--- config.mk ---
export PLATFORM = sky130hd
export DESIGN_NAME = serial_add_ctrl
export DESIGN_NICKNAME = d
export VERILOG_FILES = /design/src/rtl/serial_add_ctrl.sv
export SDC_FILE = /design/constraint.sdc
export NUM_CORES = 1
export LEC_CHECK = 0
export ABC_AREA = 1
export CAP_MARGIN = 10
export CELL_PAD_IN_SITES_DETAIL_PLACEMENT = 0
export CELL_PAD_IN_SITES_GLOBAL_PLACEMENT = 1
export CORE_UTILIZATION = 49
export CTS_CLUSTER_SIZE = 40
export DETAILED_ROUTE_END_ITERATION = 8
export DONT_BUFFER_PORTS = 1
export MAX_ROUTING_LAYER = met4
export PLACE_DENSITY = 0.81
export SKIP_LAST_GASP = 1
export SYNTH_ARGS = -nofsm -noshare
export SYNTH_HDL_FRONTEND = slang
export SYNTH_SLANG_ARGS = --single-unit
--- constraint.sdc ---
create_clock -name clk -period 2.3 [get_ports clk]
set_input_delay 0.46 -clock clk [delete_from_list [all_inputs] [get_ports clk]]
set_output_delay 0.46 -clock clk [all_outputs]
set_load 0.01 [all_outputs]
--- src/rtl/serial_add_ctrl.sv ---
// Bit-serial add/subtract controller.
// A single 1-bit full adder is stepped over WIDTH cycles, LSB first, with a
// registered carry. Requester handshake: start (sampled in IDLE), busy, done.
// Subtraction is a + ~b + 1, so cout is the unsigned no-borrow flag.
module serial_add_ctrl #(
  parameter int WIDTH = 8
) (
  input  logic             clk,
  input  logic             rst_n,
  input  logic             start,
  input  logic             sub,
  input  logic [WIDTH-1:0] a,
  input  logic [WIDTH-1:0] b,
  input  logic             cin,
  output logic             busy,
  output logic             done,
  output logic [WIDTH-1:0] sum,
  output logic             cout
);

  localparam int CW = (WIDTH > 1) ? $clog2(WIDTH) : 1;
  localparam logic [CW-1:0] LAST = CW'(WIDTH - 1);

  typedef enum logic [1:0] {
    S_IDLE = 2'd0,
    S_RUN  = 2'd1,
    S_DONE = 2'd2
  } state_e;

  state_e           state_q, state_d;
  logic [WIDTH-1:0] sa_q, sa_d;
  logic [WIDTH-1:0] sb_q, sb_d;
  logic [WIDTH-1:0] acc_q, acc_d;
  logic [WIDTH-1:0] sum_q, sum_d;
  logic [CW-1:0]    count_q, count_d;
  logic             c_q, c_d;
  logic             cout_q, cout_d;

  logic             bit_sum;
  logic             bit_carry;
  logic [WIDTH-1:0] acc_next;

  // One full-adder slice on the current LSBs and the registered carry.
  assign bit_sum   = sa_q[0] ^ sb_q[0] ^ c_q;
  assign bit_carry = (sa_q[0] & sb_q[0]) | (sa_q[0] & c_q) | (sb_q[0] & c_q);

  // New result bit enters at the MSB end; after WIDTH steps the LSB has
  // travelled down to bit 0.
  if (WIDTH == 1) begin : g_acc_w1
    assign acc_next = bit_sum;
  end else begin : g_acc_wn
    assign acc_next = {bit_sum, acc_q[WIDTH-1:1]};
  end

  // Next-state and datapath update for the IDLE -> RUN -> DONE sequence.
  always_comb begin
    // NOTE: every _d gets its hold value first so no path leaves a latch.
    state_d = state_q;
    sa_d    = sa_q;
    sb_d    = sb_q;
    acc_d   = acc_q;
    sum_d   = sum_q;
    count_d = count_q;
    c_d     = c_q;
    cout_d  = cout_q;

    unique case (state_q)
      S_IDLE: begin
        if (start) begin
          state_d = S_RUN;
          sa_d    = a;
          sb_d    = sub ? ~b : b;
          c_d     = sub ? 1'b1 : cin;
          count_d = '0;
        end
      end
      S_RUN: begin
        sa_d    = sa_q >> 1;
        sb_d    = sb_q >> 1;
        c_d     = bit_carry;
        acc_d   = acc_next;
        count_d = count_q + CW'(1);
        if (count_q == LAST) begin
          // Final step publishes the result; sum/cout change only here.
          sum_d   = acc_next;
          cout_d  = bit_carry;
          count_d = '0;
          state_d = S_DONE;
        end
      end
      S_DONE: begin
        // start is deliberately not looked at here; requests are not queued.
        state_d = S_IDLE;
      end
      default: state_d = S_IDLE;
    endcase
  end

  // State and datapath registers; reset aborts any operation in flight.
  always_ff @(posedge clk or negedge rst_n) begin
    // NOTE: the operand shifters are plain flops, so they are reset along with
    // the control state rather than left to hold stale operands.
    if (!rst_n) begin
      state_q <= S_IDLE;
      sa_q    <= '0;
      sb_q    <= '0;
      acc_q   <= '0;
      sum_q   <= '0;
      count_q <= '0;
      c_q     <= 1'b0;
      cout_q  <= 1'b0;
    end else begin
      // NOTE: non-blocking so every register samples pre-edge values.
      state_q <= state_d;
      sa_q    <= sa_d;
      sb_q    <= sb_d;
      acc_q   <= acc_d;
      sum_q   <= sum_d;
      count_q <= count_d;
      c_q     <= c_d;
      cout_q  <= cout_d;
    end
  end

  assign busy = (state_q != S_IDLE);
  assign done = (state_q == S_DONE);
  assign sum  = sum_q;
  assign cout = cout_q;

endmodule

==> flow_metrics.env <==
export IMPL_cp_data_required_time_ns=1.84
export IMPL_tightest_slew_ns=0.668
export IMPL_yosysSeqAreaShare=0.528
export IMPL_netlist_area_leader_share=0.528
export IMPL_rows=21
export IMPL_slew_viol_final=0
export IMPL_fmax_mhz=672
export IMPL_pwr_share_comb=0.327
export IMPL_dr_pass1_iters=5
export IMPL_yosys_top_cells_area="dfrtp_1 53%, nand2_1 15%, nand3_1 12%"
export IMPL_cts_resized=0
export IMPL_design_core_area_um2=3440
export IMPL_start_util=0.523
export IMPL_ff2ff_setup_slack_ns=0.83
export IMPL_die_w_um=62.6
export IMPL_regArea_um2=951
export IMPL_drv_cap=0
export IMPL_ir_worst_vdd_mv=0.554
export IMPL_p_leak_nw=0.994
export IMPL_syn_avg_cell_area_um2=8.46
export IMPL_status="completed"
export IMPL_start_kind="flop"
export IMPL_hold_violations=0
export IMPL_worst_ep_arrival_time_ns=1.03
export IMPL_end_kind="output pin"
export IMPL_synth_top_cell_by_area="dfrtp_1"
export IMPL_reg2regPathDepth=4
export IMPL_wl_um=3220
export IMPL_root_buffer="clkbuf_8"
export IMPL_cts_sinks=38
export IMPL_die_height_um=62.6
export IMPL_finalCriticalPeriod_ns=1.49
export IMPL_grt_overflow_total=0
export IMPL_drive_above_1_share=0.104
export IMPL_dp_hpwl_um=2150
export IMPL_critPathMaxFanout=5
export IMPL_r2r_start="state_q[1]"
export IMPL_fin_setup_tns_ns=0
export IMPL_synth_seq_cells=38
export IMPL_tritoncts="built"
export IMPL_finalCritPeriodShare=0.647
export IMPL_crit_start="state_q[1]"
export IMPL_synth_cells=213
export IMPL_rsz0062_at_grt="false"
export IMPL_wl_per_cell_um=12.5
export IMPL_post_synth_num_cell_types=20
export IMPL_grt_pass1_vias=1276
export IMPL_diodes=0
export IMPL_p_per_area_nw_per_um2=1220
export IMPL_die_area_um2=3920
export IMPL_ys_warn_count=0
export IMPL_internal_power_mw=1.41
export IMPL_nets=236
export IMPL_fillCellCount=332
export IMPL_holdWs_ns=0.00548
export IMPL_layout_commonest_cell="nand2_1"
export IMPL_area_growth_syn_to_layout_pct=5.28
export IMPL_drtIter0Drc=76
export IMPL_grt_pass1_wl_um=5790
export IMPL_drc=0
export IMPL_layout_common_cells="73 x nand2_1, 42 x nand3_1, 38 x dfrtp_1, 20 x inv_1, 8 x o21ai_2"
export IMPL_grtUsageTotal=0.195
export IMPL_drtAntennaViolNets=0
export IMPL_vias=1380
export IMPL_path_clk_slew_ns=0.07
export IMPL_clockBufferDepth=2
export IMPL_place_gp_congestion=0.747
export IMPL_htree_num_levels=2
export IMPL_syn_nets=237
export IMPL_cts_inserted_buffers=5
export IMPL_multi_input_area_um2=711
export IMPL_fin_skew_ns=0.00503
export IMPL_synth_area_um2=1800
export IMPL_viasPerCell=5.35
export IMPL_setup_viol=0
export IMPL_crit_type="reg -> out"
export IMPL_clock_latency_ns=0.28
export IMPL_slew_headroom=0.553
export IMPL_cts_setup_buffers=0
export IMPL_clockPowerShare=0.181
export IMPL_power_switching_mw=0.909
export IMPL_worstHoldPathType="in -> async"
export IMPL_ios=32
export IMPL_swShare=0.392
export IMPL_seqPwrFrac=0.493
export IMPL_endpoint="done"
export IMPL_antenna_found_initial=0
export IMPL_grt_max_degree=39
export IMPL_port_buffers=0
export IMPL_r2r_end="sb_q[0]"
==> worst max-delay path, cell delays in order (launching register included) <==
cell     delay [ns]
dfrtp_1        0.41
inv_1          0.12
nor2_1         0.22
==> worst min path at each step <==
stage / end / cells past startpoint
CTS: sum[3] / 1
floorplan: acc_q[1] / 0
global placement: sum[6] / 0
detailed placement: sum[6] / 0
finish: sum[3] / 1
global route: sum[6] / 1
==> timing repair <==
action                                  CTS  global route
hold buffers                              1             0
endpoints found under the setup margin    0             0
hold endpoints to repair                 38             0
==> kinds of logic after synthesis <==
logic type                 synth area share
AOI/OAI and AO/OA                    0.0646
buffers and inverters                0.0778
and+or+nand+nor                       0.300
adders and majority gates            0.0250
xor gates and xnor gates            0.00486
DFF                                   0.528
==> synth_stat cells <==
master    n
o21ai_0   7
nor2_4    1
nor2_1    4
buf_6     1
ha_1      2
dfrtp_1  38
nand2_1  73
fa_1      1
o21ai_1   1
o21ai_2   8
buf_4     4
inv_2     1
nand3_1  42
buf_2     4
o22ai_1   1
nor2_2    1
xor2_1    1
nand2_4   1
nand2_2   2
inv_1    20
==> flip-flops by register name, summed over array words and instances, names as in the netlist <==
register  count
count_q       3
sum           8
acc_q         7
sb_q          8
c_q           1
cout          1
sa_q          8
state_q       2
==> metrics by stage <==
stage / util / std cells / total power [mW] / setup WS (ns) / cell area (um^2)
after floorplan: - / 213 / 1.79 / 1.09 / 1800
after global placement: 0.522 / 250 / 1.87 / 0.908 / 1800
after detailed placement: 0.522 / 250 / 1.91 / 0.856 / 1800
after CTS: 0.551 / 258 / 2.35 / 0.799 / 1900
after global routing: 0.551 / 258 / 2.53 / 0.668 / 1900
final: 0.551 / 258 / 2.32 / 0.812 / 1900
==> power by group through the flow <==
stage / registers, mW / clock network [mW] / logic (mW)
6_report: 1.14 / 0.419 / 0.757
5_1_grt: 1.17 / 0.460 / 0.897
4_1_cts: 1.14 / 0.436 / 0.772
3_5_place_dp: 1.15 / 0 / 0.753
3_3_place_gp: 1.15 / 0 / 0.725
2_1_floorplan: 1.11 / 0 / 0.673
==> final cells by class <==
type / instances / share of cell area
sequential: 38 / 0.501
multi-input combinational: 145 / 0.375
inverter: 21 / 0.0416
tap: 46 / 0.0303
clock inverter: 2 / 0.00528
timing repair buffer: 1 / 0.0106
clock buffer: 5 / 0.0363
==> routing by layer <==
layer,up-vias,wire [um],global-route usage
met2,33,1640,0.311
met5,-,0,-
met3,4,123,0.0401
met4,0,45,0.0872
met1,675,1410,0.239
li1,668,-,-
(Power assumes the default switching activity.)
